==> src/rtl/wb_stage_pipe.sv <==
// Purpose: MEM/WB stage register plus write-back source mux, load extract, forwarding tap, retire counter.
// Latency: 1 cycle from mem_* capture to wb_*/fwd_* outputs (outputs are combinational from the stage register).
// Backpressure: wb_stall holds the whole stage; wb_flush (wins over stall) kills the captured instruction.
// Option: define WB_SUBWORD_LOAD_EN to enable big-endian byte/half load extraction on the MEM source.
module wb_stage_pipe #(
  parameter int DW    = 32,
  parameter int RAW   = 5,
  parameter int CNT_W = 32
) (
  input  logic             clk,
  input  logic             rst_n,
  input  logic             mem_valid,
  input  logic [DW-1:0]    mem_read_data,
  input  logic [DW-1:0]    mem_alu_result,
  input  logic [DW-1:0]    mem_pc_plus4,
  input  logic [15:0]      mem_imm_hi,
  input  logic [RAW-1:0]   mem_reg_dest,
  input  logic             mem_reg_write,
  input  logic [1:0]       mem_wb_sel,
  input  logic [1:0]       mem_ld_size,
  input  logic             mem_ld_unsigned,
  input  logic             wb_stall,
  input  logic             wb_flush,
  output logic             wb_we,
  output logic [RAW-1:0]   wb_waddr,
  output logic [DW-1:0]    wb_wdata,
  output logic             fwd_valid,
  output logic [RAW-1:0]   fwd_addr,
  output logic [DW-1:0]    fwd_data,
  output logic [CNT_W-1:0] retire_cnt
);

  logic             r_valid;
  logic             r_reg_write;
  logic [RAW-1:0]   r_waddr;
  logic [1:0]       r_wb_sel;
  logic [DW-1:0]    r_alu;
  logic [DW-1:0]    r_rd;
  logic [DW-1:0]    r_pc4;
  logic [15:0]      r_imm;
  logic [CNT_W-1:0] r_retire_cnt;
  logic [DW-1:0]    w_mem_data;
  logic [DW-1:0]    w_wdata;

  // Stage register: flush clears valid even while stalled; data fields only move when not stalled.
  always_ff @(posedge clk or negedge rst_n) begin
    if (!rst_n) begin
      r_valid     <= 1'b0;
      r_reg_write <= 1'b0;
      r_waddr     <= '0;
      r_wb_sel    <= 2'd0;
      r_alu       <= '0;
      r_rd        <= '0;
      r_pc4       <= '0;
      r_imm       <= '0;
    end else begin
      if (wb_flush) begin
        r_valid <= 1'b0;
      end else if (!wb_stall) begin
        r_valid <= mem_valid;
      end
      if (!wb_stall) begin
        r_reg_write <= mem_reg_write;
        r_waddr     <= mem_reg_dest;
        r_wb_sel    <= mem_wb_sel;
        r_alu       <= mem_alu_result;
        r_rd        <= mem_read_data;
        r_pc4       <= mem_pc_plus4;
        r_imm       <= mem_imm_hi;
      end
    end
  end

  // Retire counter: one per live instruction actually accepted into the stage; wraps naturally.
  always_ff @(posedge clk or negedge rst_n) begin
    if (!rst_n) begin
      r_retire_cnt <= '0;
    end else if (mem_valid && !wb_stall && !wb_flush) begin
      r_retire_cnt <= r_retire_cnt + CNT_W'(1);
    end
  end

`ifdef WB_SUBWORD_LOAD_EN
  logic [1:0]  r_ld_size;
  logic        r_ld_unsigned;
  logic [31:0] w_rd32;
  logic [7:0]  w_byte;
  logic [15:0] w_half;
  logic [1:0]  w_ofs;

  // Load-shape fields travel with the instruction and obey the same stall/reset rules.
  always_ff @(posedge clk or negedge rst_n) begin
    if (!rst_n) begin
      r_ld_size     <= 2'd0;
      r_ld_unsigned <= 1'b0;
    end else if (!wb_stall) begin
      r_ld_size     <= mem_ld_size;
      r_ld_unsigned <= mem_ld_unsigned;
    end
  end

  assign w_rd32 = 32'(r_rd);
  assign w_ofs  = r_alu[1:0];
  // Misaligned halves only look at ofs[1]; alignment traps belong to the MEM stage.
  assign w_half = w_ofs[1] ? w_rd32[15:0] : w_rd32[31:16];

  // Big-endian lane select and sign/zero extension of the loaded sub-word.
  always_comb begin
    w_byte = w_rd32[7:0];
    case (w_ofs)
      2'd0:    w_byte = w_rd32[31:24];
      2'd1:    w_byte = w_rd32[23:16];
      2'd2:    w_byte = w_rd32[15:8];
      default: w_byte = w_rd32[7:0];
    endcase
    case (r_ld_size)
      2'd0:    w_mem_data = {{(DW-8){w_byte[7] & ~r_ld_unsigned}}, w_byte};
      2'd1:    w_mem_data = {{(DW-16){w_half[15] & ~r_ld_unsigned}}, w_half};
      default: w_mem_data = r_rd;
    endcase
  end
`else
  // Without sub-word support the load shape is irrelevant: the word goes through untouched.
  logic w_unused_ld;
  assign w_unused_ld = ^{mem_ld_size, mem_ld_unsigned};
  assign w_mem_data  = r_rd;
`endif

  // Write-back source select from the registered fields.
  always_comb begin
    w_wdata = r_alu;
    case (r_wb_sel)
      2'd0:    w_wdata = r_alu;
      2'd1:    w_wdata = w_mem_data;
      2'd2:    w_wdata = r_pc4;
      default: w_wdata = DW'({r_imm, 16'b0});
    endcase
  end

  // Register $0 is hard-wired zero, so writes to it never leave the stage.
  assign wb_we      = r_valid & r_reg_write & (r_waddr != '0);
  assign wb_waddr   = r_waddr;
  assign wb_wdata   = w_wdata;
  assign fwd_valid  = wb_we;
  assign fwd_addr   = r_waddr;
  assign fwd_data   = w_wdata;
  assign retire_cnt = r_retire_cnt;

endmodule
==> config.mk <==
export PLATFORM = sky130hd
export DESIGN_NAME = wb_stage_pipe
export DESIGN_NICKNAME = d
export VERILOG_FILES = /design/src/rtl/wb_stage_pipe.sv
export SDC_FILE = /design/constraint.sdc
export NUM_CORES = 1
export LEC_CHECK = 0
export ABC_AREA = 1
export CAP_MARGIN = 10
export CORE_MARGIN = 5
export CORE_UTILIZATION = 52
export CTS_BUF_LIST = sky130_fd_sc_hd__clkbuf_4 sky130_fd_sc_hd__clkbuf_8
export CTS_CLUSTER_DIAMETER = 150
export DETAILED_ROUTE_END_ITERATION = 12
export HOLD_SLACK_MARGIN = 0.03
export PLACE_DENSITY = 0.95
export RECOVER_POWER = 25
export SETUP_SLACK_MARGIN = 0.05
export SLEW_MARGIN = 5
export SYNTH_ARGS = -nofsm -noshare
export SYNTH_HDL_FRONTEND = slang
export SYNTH_SLANG_ARGS = --single-unit
==> constraint.sdc <==
create_clock -name clk -period 2.6 [get_ports clk]
set_clock_uncertainty 0.05 [all_clocks]
set_input_delay 0.39 -clock clk [delete_from_list [all_inputs] [get_ports clk]]
set_output_delay 0.39 -clock clk [all_outputs]
set_load 0.03 [all_outputs]
; Yosys cells after proc, flatten, opt, wreduce, memory -nomap -nowiden
; Cells that the tools add are included.
[totals]
reg_bits = 153
inputBits = 128
out_inout_bits = 108
[classes]
add_sub_neg = 1
eq_ne = 3
muxes = 3
bitwise_logic = 2
reduce_logical = 6
[ops]
columns = operator, count
row1 = $pmux W32 S3, 1
row2 = $add A32 B1 Y32 const B, 1
row3 = $reduce_bool A5 Y1, 1
row4 = $and A1 B1 Y1, 2
row5 = $eq A2 B1 Y1 const B, 1
row6 = $eq A2 B2 Y1 const B, 1
row7 = $logic_and A1 B1 Y1, 2
row8 = $logic_not A1 Y1, 2
row9 = $logic_not A2 Y1, 1
row10 = $mux W1, 2
row11 = $ne A2 B1 Y1 const B, 1

; Depth between registers and ports, before layout
[depth]
ltp_word = 3
ltp_mapped = 9
mapped_depth_nobuf = 9

; Worst setup path before layout
; Ideal clock, no wire load.
[synth_timing]
path_kind = flip-flop to output port
startpoint = register r_wb_sel[0]
endpoint = output wb_wdata[16]
arrival_ps = 1486
t_required_ps = 2160
slack_ps = 674
stages_incl_launch_ff = 7
n_path_buf = 2
cell_sequence = dfrtp_1 -> inv_1 -> nor2_1 -> clkbuf_1 -> nand2_1 -> nand4_1 -> buf_4
[synth_between]
elab_chain_len = 2
elab_cells_between_ends = 4
classes_between = 2 x eq/ne / 1 x mux / 1 x reduce/logical
[synth_lines]
columns = element, line
row1 = from (decl), 36  ; logic [1:0] r_wb_sel;
row2 = from (signal assigned), 65  ; r_wb_sel <= mem_wb_sel;
row3 = "$eq A2 B2 Y1, or another cell as far along", 132  ; case (r_wb_sel)
row4 = $pmux W32 S3 *, 132
row5 = to (decl), 26  ; output logic [DW-1:0] wb_wdata,
; Every way passes the cells marked *; elsewhere a longest branch is shown, timed or not.

; Worst setup path after layout
[layout_timing]
startpoint = register r_wb_sel[0]
endpoint = output fwd_data[10]
[layout_between]
elab_chain_len = 2
elab_cells_between_ends = 4
classes_between = 2 x eq/ne / 1 x mux / 1 x reduce/logical
[layout_lines]
columns = element, line
row1 = "$eq A2 B2 Y1, or another cell as far along", 132
row2 = $pmux W32 S3 *, 132
row3 = to (decl), 29  ; output logic [DW-1:0] fwd_data,
; Marked as above.

==> run_results.csv <==
group,metric,value,unit
critical_path,required,2.16,ns
finish,layout-drive-gt1-share,0.07069,
floorplan,core,0.01383,mm²
critical_path,worst_endpoint_data_arrival_time,2.03,ns
synth,syn_inst,957,
placement,routabilityCongestion,0.9430,
floorplan,dieArea,0.01657,mm²
clocking,tritoncts_clock_tree,"yes",
global_route,largest_net_degree_at_the_start_of_global_routing,124,
sta,setup_viol,0,
finish,fin_nets,1276,
clocking,cts_max_level,4,
finish,insertedDiodeCount,0,
pwr,p_leak,0.005047,µW
clocking,cts-root-buf,"clkbuf_8",
synth,synth.lib_cells_used.distinct,23,
route,routed_wl,22.25,mm
route,route.detailed.drc,0,
clocking,clk_pin_slew,0.08,ns
critical_path,critPathKind,"flop to primary output",
sta,slew_headroom,-0.02263,
pwr,clockPowerShare,0.297,
route,wl_per_cell,16.60,µm
flow_run,drv_cap,1,
synth,post_synth_instance_area,0.007328,mm²
route,route.vias.total,7071,
pwr,p_comb_frac,0.253,
clocking,latest_clock_arrival_within_the_worst_skew_pair,0.44,ns
placement,placed_cells,1307,
route,drt-initial-drc-count,725,
finish,final_cell_mix,"nand2_1, clkdlybuf4s50_1, dfrtp_1",
pwr,vdd_drop_max,368.9,µV
finish,mostFrequentLayoutCell,"nand2_1",
critical_path,worstPathMaxFanout,24,
sta,report.final.slew_viol_count,61,
clocking,number_of_buffers_added_by_the_clock_tree_synthesis_step,17,
status,status,"finished, violations left",
pwr,switching_power,1994,µW
clocking,cts.sinks,153,
synth,synth_sequential_area_ratio,0.5225,
global_route,grt_pass1_wl,35.27,mm
route,post_drt_via_cell_ratio,5.277,
sta,setup_ws,0.1313,ns
finish,layout_overhead_on_the_synthesized_area,34.28,%
status,violations,"capacitance limit, slew limit",
min_path,hp-class,"primary input to flop",
critical_path,startpoint_class,"flop",
route,drtPass1Iterations,7,
global_route,grt_antenna_before_repair,0,
floorplan,dieWidth,128.7,µm
pwr,power.share.switching,0.3283,
placement,place.detailed.hpwl,15.79,mm
synth,post_synth.cell_area_avg,7.658,µm²
global_route,grt_pass1_vias,7074,
clocking,cts.repair_timing.setup_buffer_count,0,
placement,pre_cts_slack,0.2508,ns
clocking,ctsLongestPathBuffers,2,
synth,synthesis.nets,1086,
placement,port-buffer-count,232,
global_route,globalRouteOverflowTotal,0,
critical_path,cp_endpoint_kind,"primary output",
floorplan,site_row_count,43,
pwr,power.share.sequential,0.451,
floorplan,floorplan.initialDensity,0.5300,
finish,finalNonFillerCells,1340,
floorplan,io_pins,236,
pwr,totalPowerFinal,6074,µW
sta,fin_tns_setup,0,ns
route,final_antenna_net_count,0,
sta,timing.final.crit_share,0.9495,
pwr,power-per-cell-area,617.2,mW/mm²
finish,fill_cell_count,1014,
pwr,cellInternalPower,4080,µW
synth,yosys_register_bits,153,
synth,ys.warnings.count,0,
sta,worst-slew-pin-transition,1.534,ns
sta,hold_violations,0,
floorplan,dieHeight,128.7,µm
global_route,track_usage,0.2699,
sta,layout_min_cycle_time,2.469,ns
sta,fmax,405.1,MHz
sta,rsz0062_at_grt,"yes",
cell families (layout without fill, tap and decap cells):
family / after synthesis / after routing / synth area share
AO/OA/AOI/OAI: 6 / 6 / 0.004098
buffers and inverters: 112 / 315 / 0.07939
AND/OR/NAND/NOR: 671 / 671 / 0.3756
flip-flops: 153 / 153 / 0.5225
XOR/XNOR: 14 / 14 / 0.01673
adder cells (fa/ha/maj): 1 / 1 / 0.001707
sequential cells by signal (all words and copies together) (netlist names):
name	cells
r_rd	32
r_alu	32
r_wb_sel	2
r_reg_write	1
r_imm	16
fwd_addr	5
r_valid	1
r_pc4	32
retire_cnt	32
power groups by stage:
stage | Clock, µW | Sequential, µW | Combinational, µW
final | 1800 | 2740 | 1530
after global routing | 1920 | 2760 | 1640
after CTS | 1830 | 2730 | 1550
after detailed placement | 0 | 2770 | 1650
after global placement | 0 | 2760 | 1610
after floorplan | 0 | 2820 | 875
worst paths after layout:
path	slack, ns	depth (start not counted)	from	to
worst max-delay path	0.13	6	r_wb_sel[0]	fwd_data[10]
worst min-delay path	0.32	3	wb_stall	r_reg_write
worst max register to register	0.93	8	retire_cnt[0]	retire_cnt[24]
worst min register to register	0.43	2	r_rd[11]	r_rd[11]
max in group asynchronous	0.62	3	rst_n	r_imm[2]
min in group asynchronous	0.82	2	rst_n	r_pc4[27]
stage by stage:
step	cell area (µm²)	hold WS, ns	util
6_report	9841	0.3215	0.7117
4_1_cts	9926	0.3006	0.7179
2_1_floorplan	7328	0.04441	-
5_1_grt	9841	0.3209	0.7117
3_5_place_dp	9589	0.3491	0.6935
3_3_place_gp	9589	0.3558	0.6935
cell usage after synthesis, drive strengths merged:
| master | count | share of area |
|---|---|---|
| inv | 38 | 0.019 |
| nand3b | 7 | 0.0072 |
| nand4 | 28 | 0.024 |
| nand3 | 34 | 0.029 |
| and2 | 1 | 0.00085 |
| nor3 | 5 | 0.0034 |
| dfrtp | 153 | 0.52 |
| ha | 1 | 0.0017 |
| o21ai | 6 | 0.0041 |
| buf | 53 | 0.049 |
| xor2 | 7 | 0.0084 |
| nand2 | 552 | 0.28 |
| clkbuf | 21 | 0.011 |
| xnor2 | 7 | 0.0084 |
| nor2 | 44 | 0.028 |
layer usage:
layer | GRT usage | up-vias | part of all wire
met1 | 0.3328 | 3342 | 0.38
met5 | 0 | - | 0
met4 | 0.1118 | 0 | 0.032
met3 | 0.07098 | 60 | 0.10
li1 | - | 3292 | -
met2 | 0.4518 | 377 | 0.49
final cells by class:
cell class,count,area (µm²),share of cell area
inverters,38,143.9,0.01462
well taps,180,225.2,0.02289
multi-input cells,692,2913,0.2960
clock buffers,21,276.5,0.02810
repair buffers,245,2331,0.2369
flip-flops and latches,153,3829,0.3891
clock inverters,11,122.6,0.01246
repair_timing:
item	4_1_cts	5_1_grt
resized for setup	62	42
setup endpoints to repair	61	27
pin swaps	0	0
hold endpoints to repair	58	0
hold buffers	1	0
critical path: stages (launching register included):
cell	delay, ns
dfrtp_1	0.44
inv_1	0.09
nor2_2	0.13
buf_6	0.27
nand2_1	0.09
nand3_1	0.15
dlygate4sd2_1	0.42
Power figures use the tool's default switching activity.
